===== src/rtl/bcd_pkg.sv =====
// Shared constants and types for the multiplexed four-digit BCD display.
// Segment codes are active-low and ordered {g,f,e,d,c,b,a}.
package bcd_pkg;

  localparam int unsigned NUM_DIGITS = 4;

  localparam logic [6:0] SEG_0    = 7'b1000000;
  localparam logic [6:0] SEG_1    = 7'b1111001;
  localparam logic [6:0] SEG_2    = 7'b0100100;
  localparam logic [6:0] SEG_3    = 7'b0110000;
  localparam logic [6:0] SEG_4    = 7'b0011001;
  localparam logic [6:0] SEG_5    = 7'b0010010;
  localparam logic [6:0] SEG_6    = 7'b0000010;
  localparam logic [6:0] SEG_7    = 7'b1111000;
  localparam logic [6:0] SEG_8    = 7'b0000000;
  localparam logic [6:0] SEG_9    = 7'b0010000;
  localparam logic [6:0] SEG_DASH = 7'b0111111;
  localparam logic [6:0] SEG_OFF  = 7'b1111111;

  typedef logic [NUM_DIGITS-1:0][3:0] bcd_word_t;

endpackage


===== src/rtl/bcd_seg7_dec.sv =====
// Combinational BCD-to-seven-segment decoder with a blank override.
// Non-decimal nibbles render as a dash.
module bcd_seg7_dec
  import bcd_pkg::*;
(
  input  logic [3:0] digit_i,
  input  logic       blank_i,
  output logic [6:0] seg_o
);

  always_comb begin
    seg_o = SEG_DASH;
    if (blank_i) begin
      seg_o = SEG_OFF;
    end else begin
      case (digit_i)
        4'd0:    seg_o = SEG_0;
        4'd1:    seg_o = SEG_1;
        4'd2:    seg_o = SEG_2;
        4'd3:    seg_o = SEG_3;
        4'd4:    seg_o = SEG_4;
        4'd5:    seg_o = SEG_5;
        4'd6:    seg_o = SEG_6;
        4'd7:    seg_o = SEG_7;
        4'd8:    seg_o = SEG_8;
        4'd9:    seg_o = SEG_9;
        default: seg_o = SEG_DASH;
      endcase
    end
  end

endmodule


===== src/rtl/bcd_display_scan.sv =====
// Time-multiplexed four-digit display driver. New values are captured into a
// pending register and only committed at the frame boundary to avoid tearing.
module bcd_display_scan
  import bcd_pkg::*;
#(
  parameter int unsigned SCAN_DIV = 50000
) (
  input  logic        clk,
  input  logic        rst,
  input  logic [15:0] bcd,
  input  logic        valid,
  input  logic        lz_blank,
  output logic        busy,
  output logic [3:0]  an,
  output logic [6:0]  seg
);

  localparam int unsigned TickW = $clog2(SCAN_DIV);

  logic [TickW-1:0] tick_q, tick_d;
  logic [1:0]       idx_q, idx_d;
  bcd_word_t        disp_q, disp_d;
  bcd_word_t        pend_q, pend_d;
  logic             busy_q, busy_d;
  logic [3:0]       an_q, an_d;
  logic [6:0]       seg_q, seg_nxt;
  logic             step, commit, blank_nxt;
  logic [3:0]       digit_nxt;

  always_comb begin
    step   = (tick_q == TickW'(SCAN_DIV - 1));
    tick_d = step ? '0 : tick_q + TickW'(1);
    idx_d  = step ? idx_q + 2'd1 : idx_q;
    commit = step && (idx_q == 2'd3);

    disp_d = disp_q;
    pend_d = pend_q;
    busy_d = busy_q;
    if (commit && busy_q) begin
      disp_d = pend_q;
      busy_d = 1'b0;
    end
    // A strobe on the commit edge becomes the next pending value.
    if (valid) begin
      pend_d = bcd;
      busy_d = 1'b1;
    end

    // Decode from next-state values so seg matches the index it is shown with.
    digit_nxt = disp_d[idx_d];
    unique case (idx_d)
      2'd3:    blank_nxt = lz_blank && (disp_d[3] == 4'd0);
      2'd2:    blank_nxt = lz_blank && (disp_d[3] == 4'd0) && (disp_d[2] == 4'd0);
      2'd1:    blank_nxt = lz_blank && (disp_d[3] == 4'd0) && (disp_d[2] == 4'd0)
                           && (disp_d[1] == 4'd0);
      default: blank_nxt = 1'b0;
    endcase

    an_d        = 4'b1111;
    an_d[idx_d] = 1'b0;
  end

  bcd_seg7_dec u_dec (
    .digit_i (digit_nxt),
    .blank_i (blank_nxt),
    .seg_o   (seg_nxt)
  );

  always_ff @(posedge clk) begin
    if (rst) begin
      tick_q <= '0;
      idx_q  <= 2'd0;
      disp_q <= '0;
      pend_q <= '0;
      busy_q <= 1'b0;
      an_q   <= 4'b1110;
      seg_q  <= SEG_0;
    end else begin
      tick_q <= tick_d;
      idx_q  <= idx_d;
      disp_q <= disp_d;
      pend_q <= pend_d;
      busy_q <= busy_d;
      if (step) begin
        an_q  <= an_d;
        seg_q <= seg_nxt;
      end
    end
  end

  assign busy = busy_q;
  assign an   = an_q;
  assign seg  = seg_q;

endmodule


===== config.mk =====
export PLATFORM = sky130hd
export DESIGN_NAME = bcd_display_scan
export DESIGN_NICKNAME = d
export VERILOG_FILES = /design/src/rtl/bcd_pkg.sv /design/src/rtl/bcd_seg7_dec.sv /design/src/rtl/bcd_display_scan.sv
export SDC_FILE = /design/constraint.sdc
export NUM_CORES = 1
export LEC_CHECK = 0
export ABC_AREA = 1
export CAP_MARGIN = 40
export CORE_UTILIZATION = 51
export DETAILED_ROUTE_END_ITERATION = 10
export PLACE_DENSITY = 0.79
export SYNTH_ARGS = -nofsm -noshare
export SYNTH_HDL_FRONTEND = slang
export SYNTH_SLANG_ARGS = --single-unit

===== constraint.sdc =====
create_clock -name clk -period 2.4 [get_ports clk]
set_input_delay 0.24 -clock clk [delete_from_list [all_inputs] [get_ports clk]]
set_output_delay 0.24 -clock clk [all_outputs]
set_load 0.1 [all_outputs]

==> results.txt <==
status - completed
FP Rows - 28
WS Path Type - reg -> reg
CTS tree - built
Die H - 82.3 µm
Leakage - 1.85 nW
GPL Wtd Cong - 0.891
I/O pin total - 32
Cell Area, Synth - 3280 µm²
Pins Over Slew Limit - 0
Syn Area/Cell - 7.03 µm²
CP max stage delay - 0.35 ns
unrepaired setup endpoints after global routing - true
Port Buffer Count - 31
# DRC - 0
post-synthesis net count - 494
Cells after Synth - 467
Max H-tree Level - 3
post-synth top area share - 0.378
Routed WL - 8.21 mm
RR Startpoint - tick_q[15]
Tightest Hold Check Type - reg -> reg
Max VDD drop - 452 µV
Seq/Total Area, Yosys - 0.378
Detail Route Antenna Nets - 0
CTS Buf Count - 9
most common cell after layout, fill and taps aside - nand2_1
commonest cells after routing, fill and taps aside - nand2_1 (74), nor2_1 (68), dfxtp_1 (55), inv_1 (51), buf_4 (46)
die area - 6770 µm²
Hold Crit Depth - 2
Yosys top cell by area - dfxtp_1
PwrDens - 506 nW/µm²
crit-path cells - inv_1 > nor2_1 > nand2_1 > nor2_4 > nand4_4 > buf_6 > nand2_2 > nand2_1 > nand2_1 > nand2_2 > nor2_4 > inv_2 > ha_2 > inv_2 > nand2_2 > nand3_2 > nand2_1 > nor2_2 > nor2_1
ant diodes - 0
final worst-path cycle share - 0.998
DR vias/cell - 5.19
total number of vias - 3,171
Hold Crit Start - pend_q[3]
worst setup margin - 0.00511 ns
Initial DRT Pass Iterations - 4
Yosys warning count - 0
first-pass GRT wire length - 12.3 mm
Worst-Skew Late Latency - 0.35 ns
Worst Setup End Kind - flop
Final TNS setup - 0 ns
Max Clock Freq - 418 MHz
worst-margin pin slew - 0.654 ns
library cells used by synthesis - 36
CORE AREA - 6060 µm²
Tot GR Track Use - 0.245
share of layout cells above drive strength 1 - 0.299
worst-path fanout max - 6
critical path arrival - 2.64 ns
min Tclk post-route - 2.39 ns
CP Launch Type - flop
grt total ovfl - 0
Hold EP - pend_q[3]
die extent in x - 82.3 µm
Worst slew margin - 0.563
initial core utilization - 0.542
initial antenna violation count - 0
hpwl dp - 5.45 mm
r2r worst-path depth - 19
vias in the first global route - 2,732
clk slew on worst S/H paths - 0.07 ns
DP Worst Slack - -0.190 ns
DR iter-0 viols - 206
max capacitance violation total - 0
clock sink count - 62
Final Net Count - 558
largest net degree at the start of global routing - 27
Critical-path top delay cell - dfxtp_2
DR WL/cell - 13.4 µm
Synth area leaders - dfxtp_1 (38%), nand2_1 (9.8%), nor2_1 (8.1%)
#FFs+latches synth - 62
area grow syn2layout - 29.1%
reg-to-reg slack, setup - 0.005 ns
worst-case clock buffer depth - 2
Fin. Hold Viols - 0
setup violators final - 0
r2r endpoint - seg[3]
CTS root buffer - clkbuf_8
CP dominant cell by count - nand2_1
Worst Path Required - 2.64 ns
Setup Skew - 0.00832 ns
registers in the layout, summed over array words and instances (netlist names):
signal / count
pend_q: 16
an: 4
seg: 7
disp_q: 16
idx_q: 2
tick_q: 16
busy: 1
critical path: cells and delay by family (launching register included):
kind                       cells  cell delay [ns]
DFF                            1             0.35
buffers and inverters          4             0.37
adders and majority gates      1             0.18
and+or+nand+nor               14             1.40
Yosys cell counts:
library cell and instances:
a31oi_1 1, o21ai_1 8, nand2_1 86, inv_2 8, nand3b_1 1, nand2_2 24, nand4_4 1, nand3_2 3
a211oi_1 1, nor4b_1 1, nor2_8 1, o21ai_0 27, nor4_1 2, o22ai_1 2, o21a_1 1, nand3_1 17
buf_6 1, o21ai_2 2, buf_2 3, inv_1 55, nand4_2 1, nor3_1 5, ha_1 7, xnor2_1 1
clkbuf_1 10, nor3b_1 3, and3_1 1, dfxtp_1 62, nand4_1 15, a21oi_2 1, nor2_2 5, nand2_4 6
nor2_1 71, nor2_4 9, a21oi_1 24, or2_2 1
what timing repair did:
item	in CTS	in global routing
pin swaps	5	34
buffers inserted	4	20
hold buffers	0	0
setup endpoints to repair	6	7
resized for setup	7	42
where the power goes:
part           switching (W)  internal, W  leakage (nW)
logic              0.0000667    0.0000503          1.24
clock network       0.000427     0.000532         0.106
registers          0.0000157      0.00105         0.507
total               0.000509      0.00164          1.85
kinds of logic (layout without fill, tap and decap cells):
kind of cell	Yosys count	count (layout)	synth area share
adders and majority gates	7	7	0.0267
DFF	62	62	0.378
xor gates and xnor gates	1	1	0.00267
AOI/OAI and AO/OA	67	67	0.108
buffers and inverters	77	146	0.0914
and+or+nand+nor	253	253	0.393
layer usage:
layer | share of wire | global-route usage | routed length, µm
met2 | 0.49 | 0.423 | 4050
met5 | 0 | 0 | 0
met1 | 0.45 | 0.298 | 3680
met4 | 0.018 | 0.100 | 145
met3 | 0.041 | 0.0429 | 338
cell type report:
type | count | area, µm²
multi-input combinational | 328 | 1900
clock inverter | 4 | 45.0
sequential | 62 | 1250
fill | 512 | 1820
tap | 75 | 93.8
inverter | 63 | 236
clock buffer | 12 | 155
timing repair buffer | 67 | 558
worst max path at each step:
stage	startpoint	endpoint	slack (ns)	depth (start not counted)
finish	tick_q[15]	seg[3]	0.005	19
global route	tick_q[15]	seg[4]	-0.12	18
CTS	tick_q[9]	seg[3]	0.008	20
detailed placement	tick_q[1]	seg[3]	-0.19	17
global placement	tick_q[0]	seg[3]	0.05	17
floorplan	busy	seg[5]	0.04	14
per-stage QoR:
step	instances	instance area [µm²]	hold WS, ns	power (W)	utilization
6_report	611	4240	0.470	0.00214	0.700
2_1_floorplan	467	3290	0.357	0.00115	-
3_3_place_gp	571	3690	0.446	0.00120	0.608
4_1_cts	591	3950	0.467	0.00214	0.651
5_1_grt	611	4240	0.488	0.00221	0.700
3_5_place_dp	571	3690	0.450	0.00120	0.608
Power figures use the tool's default switching activity.
